File: src/rtl/sync_frame_pkg.sv
// Shared definitions for the synchronous framed serial transmitter.
// Holds the FSM state type, the sync pattern and a helper that sizes the
// bit counter so it can index both the sync pattern and the payload.
package sync_frame_pkg;

  typedef enum logic [1:0] {
    ST_IDLE = 2'd0,
    ST_SYNC = 2'd1,
    ST_DATA = 2'd2,
    ST_DONE = 2'd3
  } state_t;

  // Transmitted MSB first: 1,1,0,1
  localparam logic [3:0] SYNC_PATTERN = 4'b1101;
  localparam int         SYNC_LEN     = 4;

  // Counter must reach SYNC_LEN-1 and DATA_BITS-1, never narrower than 2 bits
  function automatic int cnt_width(input int data_bits);
    int w;
    w = $clog2(data_bits);
    return (w < 2) ? 2 : w;
  endfunction

endpackage

File: src/rtl/flex_pts_sr.sv
// Parallel-load, MSB-first parallel-to-serial shift register.
// Ports:
//   clk          rising-edge clock
//   n_rst        asynchronous active-low reset, clears the register
//   load_enable  load parallel_in (has priority over shift)
//   shift_enable shift left by one, zero fill
//   parallel_in  NUM_BITS-wide word to load
//   serial_out   current MSB of the register (combinational from the flops)
module flex_pts_sr
  import sync_frame_pkg::*;
#(
  parameter int NUM_BITS = 8
) (
  input  logic                clk,
  input  logic                n_rst,
  input  logic                load_enable,
  input  logic                shift_enable,
  input  logic [NUM_BITS-1:0] parallel_in,
  output logic                serial_out
);

  logic [NUM_BITS-1:0] sr_q;

  always_ff @(posedge clk or negedge n_rst) begin
    if (!n_rst) begin
      sr_q <= '0;
    end else if (load_enable) begin
      sr_q <= parallel_in;
    end else if (shift_enable) begin
      sr_q <= {sr_q[NUM_BITS-2:0], 1'b0};
    end
  end

  assign serial_out = sr_q[NUM_BITS-1];

endmodule

File: src/rtl/sync_frame_tx.sv
// Synchronous frame transmitter: sends the 4-bit sync pattern 1101 followed
// by a DATA_BITS payload, MSB first, one bit per clock, then pulses done.
// Ports:
//   clk         rising-edge clock
//   n_rst       asynchronous active-low reset (aborts any frame in flight)
//   start       frame request, accepted in IDLE or DONE only
//   data_in     payload, captured on the edge that accepts start
//   serial_out  registered serial stream, IDLE_LEVEL between frames
//   busy        registered, high while sync or payload bits are on serial_out
//   done        registered one-cycle completion pulse
module sync_frame_tx
  import sync_frame_pkg::*;
#(
  parameter int   DATA_BITS  = 8,
  parameter logic IDLE_LEVEL = 1'b0
) (
  input  logic                 clk,
  input  logic                 n_rst,
  input  logic                 start,
  input  logic [DATA_BITS-1:0] data_in,
  output logic                 serial_out,
  output logic                 busy,
  output logic                 done
);

  localparam int               CNT_W     = cnt_width(DATA_BITS);
  localparam logic [CNT_W-1:0] SYNC_LAST = CNT_W'(SYNC_LEN - 1);
  localparam logic [CNT_W-1:0] DATA_LAST = CNT_W'(DATA_BITS - 1);

  state_t           state;
  logic [CNT_W-1:0] cnt;       // index of the bit currently on serial_out
  logic             accept;
  logic             shift_en;
  logic             payload_msb;
  logic [1:0]       sync_idx;

  assign accept = start && ((state == ST_IDLE) || (state == ST_DONE));

  // The register's MSB is always the next payload bit to drive; consume it
  // whenever it is being moved onto serial_out.
  assign shift_en = ((state == ST_SYNC) && (cnt == SYNC_LAST)) ||
                    ((state == ST_DATA) && (cnt != DATA_LAST));

  // Pattern bit for the following sync cycle (cnt+1), pattern sent MSB first
  assign sync_idx = 2'd2 - cnt[1:0];

  flex_pts_sr #(
    .NUM_BITS(DATA_BITS)
  ) u_sr (
    .clk         (clk),
    .n_rst       (n_rst),
    .load_enable (accept),
    .shift_enable(shift_en),
    .parallel_in (data_in),
    .serial_out  (payload_msb)
  );

  // Outputs are registered with the values of the state being entered
  always_ff @(posedge clk or negedge n_rst) begin
    if (!n_rst) begin
      state      <= ST_IDLE;
      cnt        <= '0;
      serial_out <= IDLE_LEVEL;
      busy       <= 1'b0;
      done       <= 1'b0;
    end else begin
      case (state)
        ST_IDLE, ST_DONE: begin
          done <= 1'b0;
          if (start) begin
            state      <= ST_SYNC;
            cnt        <= '0;
            serial_out <= SYNC_PATTERN[3];
            busy       <= 1'b1;
          end else begin
            state      <= ST_IDLE;
            serial_out <= IDLE_LEVEL;
            busy       <= 1'b0;
          end
        end
        ST_SYNC: begin
          if (cnt == SYNC_LAST) begin
            state      <= ST_DATA;
            cnt        <= '0;
            serial_out <= payload_msb;
          end else begin
            cnt        <= cnt + CNT_W'(1);
            serial_out <= SYNC_PATTERN[sync_idx];
          end
        end
        ST_DATA: begin
          if (cnt == DATA_LAST) begin
            state      <= ST_DONE;
            serial_out <= IDLE_LEVEL;
            busy       <= 1'b0;
            done       <= 1'b1;
          end else begin
            cnt        <= cnt + CNT_W'(1);
            serial_out <= payload_msb;
          end
        end
        default: begin
          state      <= ST_IDLE;
          serial_out <= IDLE_LEVEL;
          busy       <= 1'b0;
          done       <= 1'b0;
        end
      endcase
    end
  end

endmodule
File: config.mk
export PLATFORM = sky130hd
export DESIGN_NAME = sync_frame_tx
export DESIGN_NICKNAME = d
export VERILOG_FILES = /design/src/rtl/sync_frame_pkg.sv /design/src/rtl/flex_pts_sr.sv /design/src/rtl/sync_frame_tx.sv
export SDC_FILE = /design/constraint.sdc
export NUM_CORES = 1
export LEC_CHECK = 0
export BUFFER_PORTS_ARGS = -buffer_cell sky130_fd_sc_hd__buf_2
export CAP_MARGIN = 20
export CORE_MARGIN = 3
export CORE_UTILIZATION = 58
export DETAILED_ROUTE_END_ITERATION = 10
export PLACE_DENSITY = 0.91
export SETUP_SLACK_MARGIN = 0.1
export SYNTH_ARGS = -nofsm -noshare
export SYNTH_HDL_FRONTEND = slang
export SYNTH_SLANG_ARGS = --single-unit
File: constraint.sdc
create_clock -name clk -period 4.1 [get_ports clk]
set_input_delay 0.205 -clock clk [delete_from_list [all_inputs] [get_ports clk]]
set_output_delay 0.205 -clock clk [all_outputs]
set_load 0.03 [all_outputs]
After elaboration in Yosys (flattened, before gate mapping)
Index checks and enable logic that the tools add are counted.
{"block": "op_classes", "mux": 20, "n_reduce_logical": 12, "n_addsub": 2, "magnitude_cmp": 1, "eq_ne": 10}
{"op": "2-to-1 mux 8 bit", "count": 2}
{"op": "2-to-1 mux 3 bit", "count": 3}
{"op": "one-hot mux 3 bit (3 select lines)", "count": 1}
{"op": "2-to-1 mux 1 bit", "count": 7}
{"op": "one-hot mux 2 bit (3 select lines)", "count": 1}
{"op": "AND reduction 2 bit", "count": 3}
{"op": "equality test 2 bit (second input constant)", "count": 2}
{"op": "2-to-1 mux 2 bit", "count": 2}
{"op": "!= test 2 x 1 -> 1 bit (second input constant)", "count": 2}
{"op": "!= test 2 bit (second input constant)", "count": 2}
{"op": "one-hot mux 1 bit (2 select lines)", "count": 2}
{"op": "nonzero test 2 bit", "count": 2}
{"op": "adder 3 x 1 -> 3 bit (second input constant)", "count": 1}
{"op": "equality test 3 x 2 -> 1 bit (second input constant)", "count": 1}
{"op": "equality test 3 bit (second input constant)", "count": 1}
{"op": "logical AND 1 bit", "count": 3}
{"op": "< comparator 2 x 3 -> 1 bit (second input constant)", "count": 1}
{"op": "!= test 3 bit (second input constant)", "count": 1}
{"op": "one-hot mux 1 bit (3 select lines)", "count": 1}
{"op": "binary-select mux 1 bit (select 2 bit)", "count": 1}
{"op": "equality test 2 x 1 -> 1 bit (second input constant)", "count": 1}
{"op": "logical NOT 2 bit", "count": 1}
{"op": "logical OR 1 bit", "count": 2}
{"op": "OR reduction 2 bit", "count": 1}
{"op": "subtractor 2 bit (first input constant)", "count": 1}
{"block": "word_totals", "in_bits": 11, "ff_bits": 16}

Longest topological paths before layout
Gate-level depths: netlist of run 1.
{"block": "depth", "word_depth": 5, "ltp_mapped": 6, "mapped_depth_nobuf": 6}

Cells and area by module
A second synthesis of run 1 with hierarchy kept.
{"block": "hier_totals", "hier_cells": 99, "area_unflattened_um2": 964.7}
{"module": "sync_frame_tx", "area_per_inst_um2": 595.6, "instances": 1, "cells_each": 65}
{"module": "flex_pts_sr", "area_per_inst_um2": 369.1, "instances": 1, "cells_each": 34}

Worst setup path after synthesis of run 1
Ideal clock, no wire load.
{"block": "synth_path", "kind": "reg2reg", "from": "register state[0]", "to": "register state[0]", "required_time_ns": 3.972, "period_less_slack_ns": 1.468, "setup_time_ns": 0.128, "path_stages_with_launch": 7, "slack_ns": 2.632, "t_arrival_ns": 1.341, "cell_sequence": "dfrtp_1 inv_1 ha_1 buf_4 a21boi_2 o22ai_2 mux2_1"}
{"block": "synth_via", "elab_chain_len": 3, "elab_cells_between_ends": 9, "classes_between": "eq/ne (5); mux (1); reduce/logical (3)"}
{"element": "start, declared", "line_no": "sync_frame_tx.sv:30", "source": "state_t state;"}
{"element": "start signal, assigned", "line_no": "sync_frame_tx.sv:61", "source": "state <= ST_IDLE;"}
{"element": "start signal, assigned", "line_no": "sync_frame_tx.sv:71", "source": "state <= ST_SYNC;"}
{"element": "start signal, assigned", "line_no": "sync_frame_tx.sv:76", "source": "state <= ST_IDLE;"}
{"element": "equality test 2 bit (tied with other cells)", "line_no": "sync_frame_tx.sv:67", "source": "case (state)"}
{"element": "OR reduction 2 bit / != test 2 x 1 -> 1 bit (equally long branches)"}
{"element": "one-hot mux 2 bit (3 select lines) / AND reduction 2 bit (equally long branches)"}
Parallel ways exist; a longest one is shown, timed or not.
A chain may end at the register's enable or synchronous reset.

Final worst setup path of run 1
Ends and elaborated chain as after synthesis.

==> results of run 1 <==
==> layer usage <==
layer / GRT usage / wire length (um) / vias to the layer above
met5: 0 / 0 / -
met4: 0.123 / 49 / 0
met3: 0.0598 / 118 / 8
met2: 0.314 / 837 / 30
met1: 0.274 / 785 / 339
li1: - / - / 369
==> logic make-up (layout without fill, tap and decap cells) <==
group / Yosys count / after routing / share of synthesized area
muxes: 2 / 2 / 0.0237
and+or+nand+nor: 28 / 28 / 0.147
buffers and inverters: 11 / 25 / 0.0573
AOI/OAI and AO/OA: 32 / 32 / 0.232
xor gates and xnor gates: 1 / 1 / 0.00978
adders and majority gates: 6 / 6 / 0.0838
DFF: 16 / 16 / 0.447
==> synth_stat cells (2+ instances only) <==
library cell	number
o21ai_0	4
buf_4	2
dfrtp_1	16
o21ai_1	9
ha_1	6
a21oi_1	3
nor2_1	9
nand3_1	9
a31oi_1	8
inv_1	7
nand2_1	5
==> report_power, final <==
part	switching, W	leakage (nW)	internal, W
clock	0.0000508	0.0210	0.0000541
combinational	0.000251	0.254	0.000166
sequential	0.0000502	0.196	0.000234
total	0.000352	0.471	0.000454
==> layout make-up <==
cell class	instances	area [sq um]	area share
multi-input cells	69	444	0.444
flip-flops and latches	16	400	0.400
repair buffers	14	75.1	0.0750
clock buffers	4	36.3	0.0363
inverters	7	26.3	0.0263
well taps	15	18.8	0.0188
==> worst min-delay path by stage <==
stage	start	to	slack (ns)
6_report	data_in[0]	u_sr.sr_q[0]	0.17
5_1_grt	data_in[0]	u_sr.sr_q[0]	0.18
2_1_floorplan	n_rst	busy	-0.09
3_5_place_dp	n_rst	cnt[2]	0.13
3_3_place_gp	n_rst	serial_out	0.13
4_1_cts	data_in[0]	u_sr.sr_q[0]	0.16
==> timing repair <==
action | in CTS | in global routing
hold buffers | 1 | 0
setup buffers | 0 | 0
hold endpoints to repair | 16 | 0
==> registers in the layout, indices dropped and copies added, names as in the netlist <==
register	flops
busy	1
done	1
serial_out	1
cnt	3
u_sr.sr_q	8
state	2
==> metrics by stage <==
stage	instance area (sq um)	util	power (W)
finish	1000	0.733	0.000807
global route	1000	0.733	0.000881
CTS	1000	0.733	0.000805
detailed placement	955	0.699	0.000694
global placement	955	0.699	0.000672
floorplan	896	-	0.000609
==> worst max-delay path: stages (launching register included) <==
cell     delay, ns
dfrtp_1       0.39
inv_1         0.06
ha_1          0.39
nand2_1       0.40
o21ai_0       0.16
mux2_1        0.34
==> results.toml, run 1 <==
[status]
run_status = "complete, no violations"

[hold_path]
holdCritPathClass = "input port to register"
hold-path-cell-count = 3

[synthesis]
synthTopCellsByArea = "dfrtp_1, ha_1, a31oi_1, nand3_1, o21ai_1"
synth_ff_type = "dfrtp_1"
syn_nets = 113
syn_avg_cell_area_sq_um = 9.33
syn_inst = 96
synth_warnings = 0
async_flop_share = 1.00
synth_edf_count = 0
synth.distinct_cells = 29
synth_top_area_frac = 0.447
yosysSeqAreaShare = 0.447
synth_top_area_cell = "dfrtp_1"
syn_area_sq_um = 896
synth_seq_cells = 16

[cts]
path_clk_slew_ns = 0.10
cts-root-buf = "clkbuf_4"
clkSinkCount = 16
htree_levels = 1
cts_made_buffers = 3
cts_tree = "done"
clk_latency_ns = 0.29
cts_buffer_depth = 2
cts_resized = 0

[sta]
slew_viol_final = 0
setup_viol = 0
fin_hold_ws_ns = 0.166
finalCritPeriodShare = 0.457
rsz0062_at_grt = "no"
fin_skew_ns = 0.00263
max_freq_ghz = 0.533
slew_headroom = 0.691
period_minus_slack_ns = 1.88
setup_ws_ns = 2.22
setup_tns_ns = 0
final-hold-violation-count = 0
tightest_slew_ns = 0.463

[floorplan]
die_h_um = 45.3
dieArea_sq_um = 2050
die_x_um = 45.3
core_sq_um = 1370
start_util = 0.656
io_pins = 14
fp-row-count = 13

[global_route]
grtUsageTotal = 0.212
grt_max_degree = 17
grt_pass1_wl_mm = 3.13
grt_pass1_vias = 715
antenna_found_initial = 0
grt-ovfl-total = 0

[critical_path]
cp_max_fo = 16
cp.required_ns = 4.27
crit_path_start_kind = "register"
crit_path_end_kind = "register"
arrival_ns = 2.04
critPathLaunch = "state[0]"
worstReg2RegStart = "state[0]"
timing_worst_setup_path_type = "register to register"
regToRegEndpoint = "state[0]"
worstRegToRegCells = 5
endpoint = "state[0]"
r2r_setup_slack_ns = 2.22

[routing]
drt-total-wl_mm = 1.79
ant_nets = 0
avgRoutedWirePerCell_um = 14.3
drt_first_pass_iters = 4
viasPerCell = 5.97
via_count = 746
route.detailed.drc = 0
drtIter0Drc = 28

[pwr]
powerDensity_nw_per_um2 = 806
p_leak_nw = 0.471
vdd_drop_max_mv = 0.452

[job]
drv_cap = 0

[layout]
synthToLayoutAreaGrowth_pct = 11.7
final_cell_count_no_fill = 125
drive_above_1_share = 0.200
layout_common_cells = "dfrtp_1, buf_2, nand3_1, o21ai_1, nor2_1"
layout_commonest_cell = "dfrtp_1"
fillers = 91
diodes = 0
finalNetCount = 128

[placement]
dpl_worst_slack_ns = 2.31
routabilityCongestion = 0.796
portBuffers = 13
place_inst = 120
dpl.hpwl_mm = 1.31
Power figures use the tool's default switching activity.
==> run 2: changes to the inputs <==
--- a/config.mk
+++ b/config.mk
@@ -5,12 +5,14 @@
 export SDC_FILE = /design/constraint.sdc
 export NUM_CORES = 1
 export LEC_CHECK = 0
+export ABC_AREA = 1
 export BUFFER_PORTS_ARGS = -buffer_cell sky130_fd_sc_hd__buf_2
 export CAP_MARGIN = 20
+export CORE_ASPECT_RATIO = 1.4
 export CORE_MARGIN = 3
-export CORE_UTILIZATION = 58
+export CORE_UTILIZATION = 49
 export DETAILED_ROUTE_END_ITERATION = 10
-export PLACE_DENSITY = 0.91
+export PLACE_DENSITY = 0.83
 export SETUP_SLACK_MARGIN = 0.1
 export SYNTH_ARGS = -nofsm -noshare
 export SYNTH_HDL_FRONTEND = slang
==> constraint.sdc (replaced) <==
create_clock -name clk -period 1.7 [get_ports clk]
set_input_delay 0.085 -clock clk [delete_from_list [all_inputs] [get_ports clk]]
set_output_delay 0.085 -clock clk [all_outputs]
set_load 0.03 [all_outputs]
==> results.toml, run 2 <==
[routing]
drt-total-wl_mm = 1.83
drt_first_pass_iters = 4
route.detailed.drc = 0
avgRoutedWirePerCell_um = 12.3
via_count = 752
viasPerCell = 5.08
drtIter0Drc = 21
ant_nets = 0

[global_route]
grt_pass1_wl_mm = 3.26
antenna_found_initial = 0
grt_pass1_vias = 764
grtUsageTotal = 0.173
grt-ovfl-total = 0
grt_max_degree = 17

[synthesis]
synth_ff_type = "dfrtp_1"
synth.distinct_cells = 17
synth_top_area_frac = 0.446
syn_nets = 129
syn_avg_cell_area_sq_um = 8.01
synth_most_common_cell = "nand2_1"
synthTopCellsByCount = "nand2_1, dfrtp_1, inv_1"
synth_seq_cells = 16
synthTopCellsByArea = "dfrtp_1, nand2_1, ha_1, nand3_1, inv_1"
synth_warnings = 0
synth_top_area_cell = "dfrtp_1"
synth_edf_count = 0
async_flop_share = 1.00
yosysSeqAreaShare = 0.446
syn_inst = 112
syn_area_sq_um = 897

[floorplan]
start_util = 0.541
fp-row-count = 17
die_x_um = 42.2
io_pins = 14
die_h_um = 56.6
core_sq_um = 1660
dieArea_sq_um = 2390

[pwr]
powerDensity_nw_per_um2 = 1880
p_leak_nw = 0.562
vdd_drop_max_mv = 0.794

[placement]
place_inst = 143
postPlaceCellArea_sq_um = 975
portBuffers = 13
dpl.hpwl_mm = 1.39
dpl_worst_slack_ns = 0.290
routabilityCongestion = 0.888

[critical_path]
arrival_ns = 1.66
cp_max_fo = 11
worstReg2RegStart = "state[0]"
timing_worst_setup_path_type = "register to register"
regToRegEndpoint = "u_sr.sr_q[5]"
crit_path_start_kind = "register"
cp.required_ns = 1.93
r2r_setup_slack_ns = 0.27
worstRegToRegCells = 7
crit_path_end_kind = "register"

[cts]
cts_resized = 0
post_cts_buffers = 0
cts-hold-fix-buffers = 1
htree_levels = 1
cts-root-buf = "clkbuf_4"
path_clk_slew_ns = 0.10
cts_tree = "done"
cts_buffer_depth = 2
clk_latency_ns = 0.29
clkSinkCount = 16
cts_made_buffers = 3

[layout]
postLayoutCoreUtil = 0.615
diodes = 0
layout_commonest_cell = "nand2_1"
final_cell_count_no_fill = 148
fillers = 156
largestRegisters = "u_sr.sr_q: 8 flops, cnt: 3 flops, state: 2 flops"
top_register = "u_sr.sr_q"
finalNetCount = 147
layout_common_cells = "nand2_1, dfrtp_1, inv_1, buf_2, nand3_1"
drive_above_1_share = 0.202
fin_area_sq_um = 1020
regArea_sq_um = 400
multi_input_area_sq_um = 417
synthToLayoutAreaGrowth_pct = 13.8
largest_reg_flops = 8

[hold_path]
hold-path-cell-count = 3
min-delay-start = "data_in[0]"
holdCritPathClass = "input port to register"
hold_end = "u_sr.sr_q[0]"

[sta]
slew_viol_final = 0
finalCritPeriodShare = 0.841
rsz0062_at_grt = "no"
setup_ws_ns = 0.270
final-hold-violation-count = 0
fin_skew_ns = 0.00675
setup_viol = 0
slew_headroom = 0.758
max_freq_ghz = 0.699
period_minus_slack_ns = 1.43
tightest_slew_ns = 0.363
setup_tns_ns = 0

[job]
drv_cap = 0

[status]
run_status = "complete, no violations"
==> run 2: cell count changes after synthesis, moves of 4 or more <==
| cell | before | now |
|---|---|---|
| nand2_2 | 0 | 4 |
| inv_1 | 7 | 15 |
| nand2_1 | 5 | 36 |
| a31oi_1 | 8 | 0 |
| o21ai_1 | 9 | 1 |
| nor2_1 | 9 | 5 |
==> run 2: worst max-delay path, stage by stage (launching register included) <==
cell and delay, ns:
dfrtp_1 0.36, inv_1 0.06, ha_1 0.33, nand2_2 0.23, nand3_4 0.14, inv_4 0.11, nand2_1 0.06, nand3_1 0.07
==> run 2: final cells by class <==
type / count / area share
multi-input cells: 78 / 0.408
flip-flops and latches: 16 / 0.392
repair buffers: 14 / 0.0735
inverters: 17 / 0.0674
clock buffers: 4 / 0.0355
well taps: 19 / 0.0233
==> run 2: metrics by stage <==
step	power (W)	hold WS (ns)
floorplan	0.00145	-0.211
finish	0.00192	0.00671
detailed placement	0.00167	0.0208
global route	0.00212	0.0123
global placement	0.00161	0.0121
CTS	0.00193	0.00624
==> run 2: logic make-up after synthesis <==
| group | after synthesis | share of synthesized area |
|---|---|---|
| AND/OR/NAND/NOR | 62 | 0.324 |
| buffers and inverters | 18 | 0.0893 |
| flip-flops | 16 | 0.446 |
| AO/OA/AOI/OAI | 10 | 0.0572 |
| adder cells (fa/ha/maj) | 6 | 0.0837 |
==> run 2: layer usage <==
metal,GRT usage,share of wire,vias up
met5,0,0,-
met4,0.0756,0,0
met3,0.0192,0.038,0
met2,0.305,0.53,15
met1,0.206,0.43,349
li1,-,-,388
==> run 2: where the power goes <==
group	switching, W	leakage (nW)	total (W)	internal, W
Combinational	0.000679	0.338	0.00102	0.000339
Sequential	0.0000978	0.203	0.000644	0.000547
Clock	0.000130	0.0210	0.000260	0.000130
Total	0.000907	0.562	0.00192	0.00102
==> run 2: worst max-delay path by stage <==
stage	startpoint	to	slack [ns]	cells past startpoint
finish	state[0]	u_sr.sr_q[5]	0.27	7
global route	state[0]	u_sr.sr_q[5]	0.16	7
CTS	state[0]	u_sr.sr_q[1]	0.26	7
detailed placement	state[0]	u_sr.sr_q[2]	0.29	7
global placement	state[0]	u_sr.sr_q[1]	0.34	7
floorplan	state[0]	u_sr.sr_q[2]	0.44	9
